$ cat src/rtl/apb_ram_arbiter.sv
// apb_ram_arbiter
// Lets two APB3 requesters (CPU side and DMA side) share the single
// register/RAM slave port. Transfers are serialised with round-robin
// arbitration. Each transfer runs IDLE -> ISSUE -> RESP: the slave access
// happens in ISSUE, and the completion/read data is returned in RESP.
//
// Ports
//   clk, rst             : clock, synchronous active-high reset
//   psel/penable/pwrite/paddr/pwdata/pstrbN : requester N APB inputs
//   preadyN/prdataN/pslverrN               : requester N APB responses
//   mem_enable/we/addr/din/pstrb           : slave request (valid in ISSUE)
//   mem_ready, mem_dout                    : slave handshake / registered read data
//   grant_id             : currently / last granted requester
//   busy                 : arbiter not idle
//
// Build option
//   APB_ARB_PSLVERR_EN : when defined, an address outside the mapped region
//                        (top two bits != 2'b00) never reaches the slave. It
//                        is answered with pslverr=1 and prdata=0. When the
//                        macro is undefined, pslverr is tied low and every
//                        access is forwarded.
module apb_ram_arbiter #(
    parameter int WIDTH      = 32,
    parameter int ADDR_WIDTH = 16
) (
    input  logic                    clk,
    input  logic                    rst,
    input  logic                    psel0,
    input  logic                    penable0,
    input  logic                    pwrite0,
    input  logic [ADDR_WIDTH-1:0]   paddr0,
    input  logic [WIDTH-1:0]        pwdata0,
    input  logic [WIDTH/8-1:0]      pstrb0,
    output logic                    pready0,
    output logic [WIDTH-1:0]        prdata0,
    output logic                    pslverr0,
    input  logic                    psel1,
    input  logic                    penable1,
    input  logic                    pwrite1,
    input  logic [ADDR_WIDTH-1:0]   paddr1,
    input  logic [WIDTH-1:0]        pwdata1,
    input  logic [WIDTH/8-1:0]      pstrb1,
    output logic                    pready1,
    output logic [WIDTH-1:0]        prdata1,
    output logic                    pslverr1,
    output logic                    mem_enable,
    output logic                    mem_we,
    output logic [ADDR_WIDTH-1:0]   mem_addr,
    output logic [WIDTH-1:0]        mem_din,
    output logic [WIDTH/8-1:0]      mem_pstrb,
    input  logic                    mem_ready,
    input  logic [WIDTH-1:0]        mem_dout,
    output logic                    grant_id,
    output logic                    busy
);
    localparam int SW = WIDTH / 8;

    typedef enum logic [1:0] {IDLE, ISSUE, RESP} state_t;

    state_t                  state, state_nxt;
    logic                    last_grant, grant_q;
    logic                    req_we;
    logic [ADDR_WIDTH-1:0]   req_addr;
    logic [WIDTH-1:0]        req_din;
    logic [SW-1:0]           req_strb;
    logic                    req_err;

    logic                    take, take_id;
    logic [ADDR_WIDTH-1:0]   take_addr;
    logic                    take_err;
    logic                    g_sel, g_en;

    // Only the granted requester's handshake matters while busy.
    assign g_sel     = grant_q ? psel1    : psel0;
    assign g_en      = grant_q ? penable1 : penable0;
    assign take_addr = take_id ? paddr1   : paddr0;
`ifdef APB_ARB_PSLVERR_EN
    assign take_err  = (take_addr[ADDR_WIDTH-1 -: 2] != 2'b00);
`else
    assign take_err  = 1'b0;
`endif

    always_ff @(posedge clk) begin
        if (rst) state <= IDLE;
        else     state <= state_nxt;
    end

    always_comb begin
        state_nxt = state;
        take      = 1'b0;
        // On a tie, the requester that was not served last wins.
        take_id   = (psel0 && psel1) ? ~last_grant : psel1;
        case (state)
            IDLE: begin
                if (psel0 || psel1) begin
                    take      = 1'b1;
                    state_nxt = take_err ? RESP : ISSUE;
                end
            end
            ISSUE: if (mem_ready) state_nxt = RESP;
            // A dropped psel abandons the transfer. The slave access is already done.
            RESP:  if (!g_sel || g_en) state_nxt = IDLE;
            default: state_nxt = IDLE;
        endcase
    end

    always_ff @(posedge clk) begin
        if (rst) begin
            last_grant <= 1'b1;
            grant_q    <= 1'b0;
            req_we     <= 1'b0;
            req_addr   <= '0;
            req_din    <= '0;
            req_strb   <= '0;
            req_err    <= 1'b0;
        end else if (take) begin
            last_grant <= take_id;
            grant_q    <= take_id;
            req_we     <= take_id ? pwrite1 : pwrite0;
            req_addr   <= take_addr;
            req_din    <= take_id ? pwdata1 : pwdata0;
            req_strb   <= take_id ? pstrb1  : pstrb0;
            req_err    <= take_err;
        end
    end

    logic             in_issue, in_resp;
    logic [WIDTH-1:0] rd_data;

    assign in_issue   = (state == ISSUE);
    assign in_resp    = (state == RESP);
    assign busy       = (state != IDLE);
    assign grant_id   = grant_q;

    assign mem_enable = in_issue;
    assign mem_we     = in_issue & req_we;
    assign mem_addr   = in_issue ? req_addr : '0;
    assign mem_din    = in_issue ? req_din  : '0;
    assign mem_pstrb  = in_issue ? req_strb : '0;

    // mem_dout is registered by the slave, so it is valid throughout RESP.
    assign rd_data    = (in_resp && !req_we && !req_err) ? mem_dout : '0;

    assign pready0    = in_resp & ~grant_q;
    assign pready1    = in_resp &  grant_q;
    assign prdata0    = grant_q ? '0 : rd_data;
    assign prdata1    = grant_q ? rd_data : '0;
    assign pslverr0   = in_resp & ~grant_q & req_err;
    assign pslverr1   = in_resp &  grant_q & req_err;
endmodule

$ cat config.mk
export PLATFORM = sky130hd
export DESIGN_NAME = apb_ram_arbiter
export DESIGN_NICKNAME = d
export VERILOG_FILES = /design/src/rtl/apb_ram_arbiter.sv
export SDC_FILE = /design/constraint.sdc
export NUM_CORES = 1
export LEC_CHECK = 0
export CAP_MARGIN = 20
export CORE_ASPECT_RATIO = 0.9
export CORE_MARGIN = 3
export CORE_UTILIZATION = 37
export DETAILED_ROUTE_END_ITERATION = 10
export HOLD_SLACK_MARGIN = 0.12
export PLACE_DENSITY_LB_ADDON = 0.05
export SLEW_MARGIN = 0
export SYNTH_ARGS = -nofsm -noshare
export SYNTH_HDL_FRONTEND = slang
export SYNTH_SLANG_ARGS = --single-unit
export TNS_END_PERCENT = 100
$ cat constraint.sdc
create_clock -name clk -period 2.17 [get_ports clk]
set_clock_uncertainty 0.05 [all_clocks]
set_input_delay 0.217 -clock clk [delete_from_list [all_inputs] [get_ports clk]]
set_output_delay 0.217 -clock clk [all_outputs]
set_load 0.02 [all_outputs]
Word-level counts from Yosys, hierarchy flattened
Cells that the tools add are included.

Register bits after elaboration: 57. Input bits: 145. Output and inout port bits: 124. Logic and storage cells: 45.

Equality and inequality tests: 5. Muxes and demuxes: 19. Bitwise gates (word level): 5. Reduce and logical (&&, ||, !) cells: 9.

Operator list (number): $mux W32 (5); $mux W16 (2); $mux W4 (2); $mux W1 (6); $mux W2 (3); $pmux W2 S3 (1); $ne A2 B2 Y1 const B (2); $and A1 B1 Y1 (3); $reduce_and A3 Y1 (1); $eq A2 B1 Y1 const B (1); $eq A2 B2 Y1 const B (1); $logic_and A1 B1 Y1 (2); $logic_not A1 Y1 (2); $logic_not A2 Y1 (1); $logic_or A1 B1 Y1 (2); $ne A2 B1 Y1 const B (1); $not A1 Y1 (2); $reduce_bool A2 Y1 (1).

Depth between registers and ports, before layout
Gate-level depths: netlist (run 1).

Word-level depth: 5. Depth in mapped cells: 5.

Least setup slack after synthesis (run 1)
No wires, ideal clock.

Kind: register to output. Start: reg grant_q, in the netlist grant_id. End: out prdata1[0]. Arrival: 1.463 ns. Data required time: 1.903 ns. Setup slack: 0.440 ns. Stages on the path, launching flop included: 5. Buffers on the path: 1. Cells stage by stage: dfxtp_1 > and3b_1 > and2b_1 > clkbuf_2 > and2_1.

Word-level cells in the longest chain between the ends: 1.

Ends and longest elaborated chain: start, declared (RTL line 61) `logic last_grant, grant_q;`; start signal, assigned (RTL line 118) `grant_q <= take_id;`; $mux W32 (RTL line 147) `assign prdata1 = grant_q ? rd_data : '0;`; end, declared (RTL line 44) `output logic [WIDTH-1:0] prdata1,`.

No other way between the ends.

Final worst setup path (run 1)
Start: reg grant_q, in the netlist grant_id. End: out prdata1[12].

The elaborated chain is that of the path after synthesis.

==> impl_metrics.csv, run 1 <==
group,metric,value,unit
synth,synth_top_family_by_area,"simple AND/OR/NAND/NOR gates",
clocking,numClockSinks,57,
power_and_ir_drop,leakagePower,0.003121,uW
power_and_ir_drop,power_frac_comb,0.301,
die,fp.dieH,99.53,um
die,ioPinCount,269,
routing,drtIter0Drc,240,
routing,num_vias,4274,
timing,fin_crit_sh,0.9571,
synth,synthSimpleGateAreaFrac,0.3438,
synth,ys_seq_elements,57,
routing,wl_per_cell,17.12,um
setup_path,critPathLaunchType,"flop",
timing,hold_viol_final,0,
synth,synth_area,3596,um^2
timing,max_freq,481.5,MHz
placed_design,gp_routability_congestion,0.7956,
synth,yosys_warnings,0,
die,dieArea,10940,um^2
grt,grt_pass1_wl,21120,um
timing,final.setup.worst_slack,93.01,ps
layout,syn2layout_area_growth,77.45,%
timing,relSlewSlack,0.4732,
synth,synth_compound_area_frac,0.2269,
routing,ant_nets,0,
synth,yosys.area.top_type_share,0.3173,
setup_path,arrival,1810,ps
synth,synth_area_leaders,"dfxtp_1 32%, and2_1 20%, a311oi_1 12%",
synth,synthAdderAreaFrac,0,
power_and_ir_drop,switchingPower,1019,uW
synth,yosysSeqAreaShare,0.3173,
clocking,clk_pin_slew,70,ps
die,core-area,9290,um^2
placed_design,dp_slack,129.0,ps
synth,synth_xor_area_frac,0,
synth,postSynthCellCount,462,
routing,post_drt_via_cell_ratio,5.119,
timing,setup_viol,0,
routing,routed_wl,14300,um
routing,dr.pass1.iters,4,
die,rows,33,
synth,muxShareOfSynthArea,0.005915,
layout,drive_gt1_frac,0.06452,
power_and_ir_drop,power_density,552.1,nW/um^2
clocking,cts_buffers,9,
timing,fin_setup_tns,0,ps
power_and_ir_drop,p_clk_frac,0.347,
setup_path,cp-end-kind,"output port",
layout,final_common_cell,"clkdlybuf4s50_1",
grt,track_usage,0.2445,
synth,yosysUniqueCellTypes,33,
clocking,cts-root-buf,"clkbuf_8",
grt,grt_pass1_vias,4022,
die,initial_core_util,0.3871,
power_and_ir_drop,switching_share,0.2892,
timing,rsz0062_at_grt,"false",
clocking,cts_tree,"yes",
worst_hold_path,hold_class,"input pin to flop",
power_and_ir_drop,ir_drop,0.3512,mV
flow_run,max_cap_viol_count,0,
power_and_ir_drop,p_int,2504,uW
setup_path,critPathMaxStageDelay,430,ps
clocking,cts_max_level,3,
setup_path,cp.required,1900,ps
layout,nNetsFinal,853,
grt,overflow,0,
clocking,clk_latency,320,ps
clocking,ctsHoldBuffers,0,
layout,diodes,0,
grt,grt_antenna_before_repair,0,
grt,grt_max_degree,58,
outcome,status,"finished, final reports clean",
timing,maxSlewViolCount,0,
placed_design,io_buffers,266,
routing,drc_errors,0,
die,fp.dieW,109.9,um
timing,worst_slew_pin_slew,790.2,ps
clocking,cts.path.max_buffers,2,
layout,layout_common_cells,"148 x clkdlybuf4s50_1, 117 x and2_1, 109 x nand2_1, 109 x dlygate4sd2_1, 56 x dfxtp_1",
synth,yosys.area.top_type,"dfxtp_1",
placed_design,hpwl,10410,um
timing,period_minus_slack,2077,ps
setup_path,slowest_stage,"dfxtp_1",
power_and_ir_drop,pwr-share-seq,0.352,
setup_path,critPathMaxFanout,32,
setup_path,criticalPathCategory,"flop to output port",
setup_path,crit_chain,"and3b_1 > and2b_1 > buf_12 > and2_1 > dlygate4sd2_1",
synth,syn_avg_cell_area,7.783,um^2
## critical path, delay by kind of cell (launching register included)
family | cells | cell delay, ps
AND/OR/NAND/NOR | 3 | 550
buffers and inverters | 2 | 510
flip-flops | 1 | 430
## layout make-up
class	instances	area [um^2]
fill	825	2909
clock buffer	11	141.4
multi-input combinational	356	2093
clock inverter	5	102.6
sequential	57	1142
inverter	2	7.507
tap	122	152.6
timing repair buffer	282	2741
## registers in the layout, summed over array words and instances, names as in the netlist
register	flops
req_addr	16
last_grant	1
req_strb	4
req_din	32
req_we	1
grant_id	1
state	2
## power groups by stage
stage               clock (uW)  sequential (uW)  combinational (uW)
global placement             0             1250                1090
floorplan                    0             1240                 603
global route              1290             1250                1150
detailed placement           0             1260                1100
CTS                       1240             1240                1070
finish                    1220             1240                1060
## per-layer routing
metal	share of wire	routed length (um)	up-vias	track usage
li1	-	-	2066	-
met1	0.37	5224	1988	0.2756
met2	0.51	7274	196	0.4263
met3	0.10	1478	24	0.08371
met4	0.023	322	0	0.08245
met5	0	0	-	0
## metrics by stage
stage / hold slack [ps] / power, uW / instances / util / cell area (um^2)
finish: 336.9 / 3523 / 835 / 0.6869 / 6381
global route: 383.0 / 3686 / 835 / 0.6869 / 6381
CTS: 329.9 / 3538 / 834 / 0.6843 / 6357
detailed placement: 459.3 / 2362 / 817 / 0.6719 / 6242
global placement: 453.3 / 2342 / 817 / 0.6719 / 6242
floorplan: 300.3 / 1845 / 463 / - / 3600
## synth_stat cells (all sizes together)
| cell type | number |
|---|---|
| a221o | 1 |
| clkbuf | 19 |
| and2b | 1 |
| and2 | 117 |
| buf | 29 |
| or3 | 1 |
| conb | 1 |
| a22oi | 1 |
| mux2i | 1 |
| nand2 | 109 |
| a21boi | 1 |
| a311oi | 53 |
| a21oi | 55 |
| o21ai | 1 |
| and3b | 1 |
| nand2b | 1 |
| dfxtp | 57 |
| nor2 | 5 |
| mux2 | 1 |
| nor2b | 2 |
| inv | 2 |
| or2 | 1 |
| a21bo | 1 |
| nor3 | 1 |
## repair_timing
item	CTS	global route
endpoints found under the setup margin	110	7
pin swaps	0	0
setup buffers	1	1
resized for setup	111	7
## cells by family (layout without fill, tap and decap cells)
| group | after synthesis | in the layout |
|---|---|---|
| AND/OR/NAND/NOR | 239 | 239 |
| other | 1 | 2 |
| AO/OA/AOI/OAI | 113 | 113 |
| flip-flops | 57 | 57 |
| multiplexers | 2 | 2 |
| buffers and inverters | 50 | 300 |
## worst paths after layout
check | startpoint | end | slack [ps] | depth (start not counted)
min | rst | state[0] | 340 | 2
max reg2reg | state[1] | req_din[4] | 480 | 4
min reg2reg | req_din[3] | req_din[3] | 470 | 2
max | grant_id | prdata1[12] | 90 | 5
Note: power is estimated with default switching activity, not from simulation.
==> run 2, diff against run 1 <==
--- a/config.mk
+++ b/config.mk
@@ -5,6 +5,7 @@
 export SDC_FILE = /design/constraint.sdc
 export NUM_CORES = 1
 export LEC_CHECK = 0
+export ABC_CLOCK_PERIOD_IN_PS = 2170
 export CAP_MARGIN = 20
 export CORE_ASPECT_RATIO = 0.9
 export CORE_MARGIN = 3
==> results of run 2 <==
The final DEF is identical to that of run 1; final timing and power are the same.
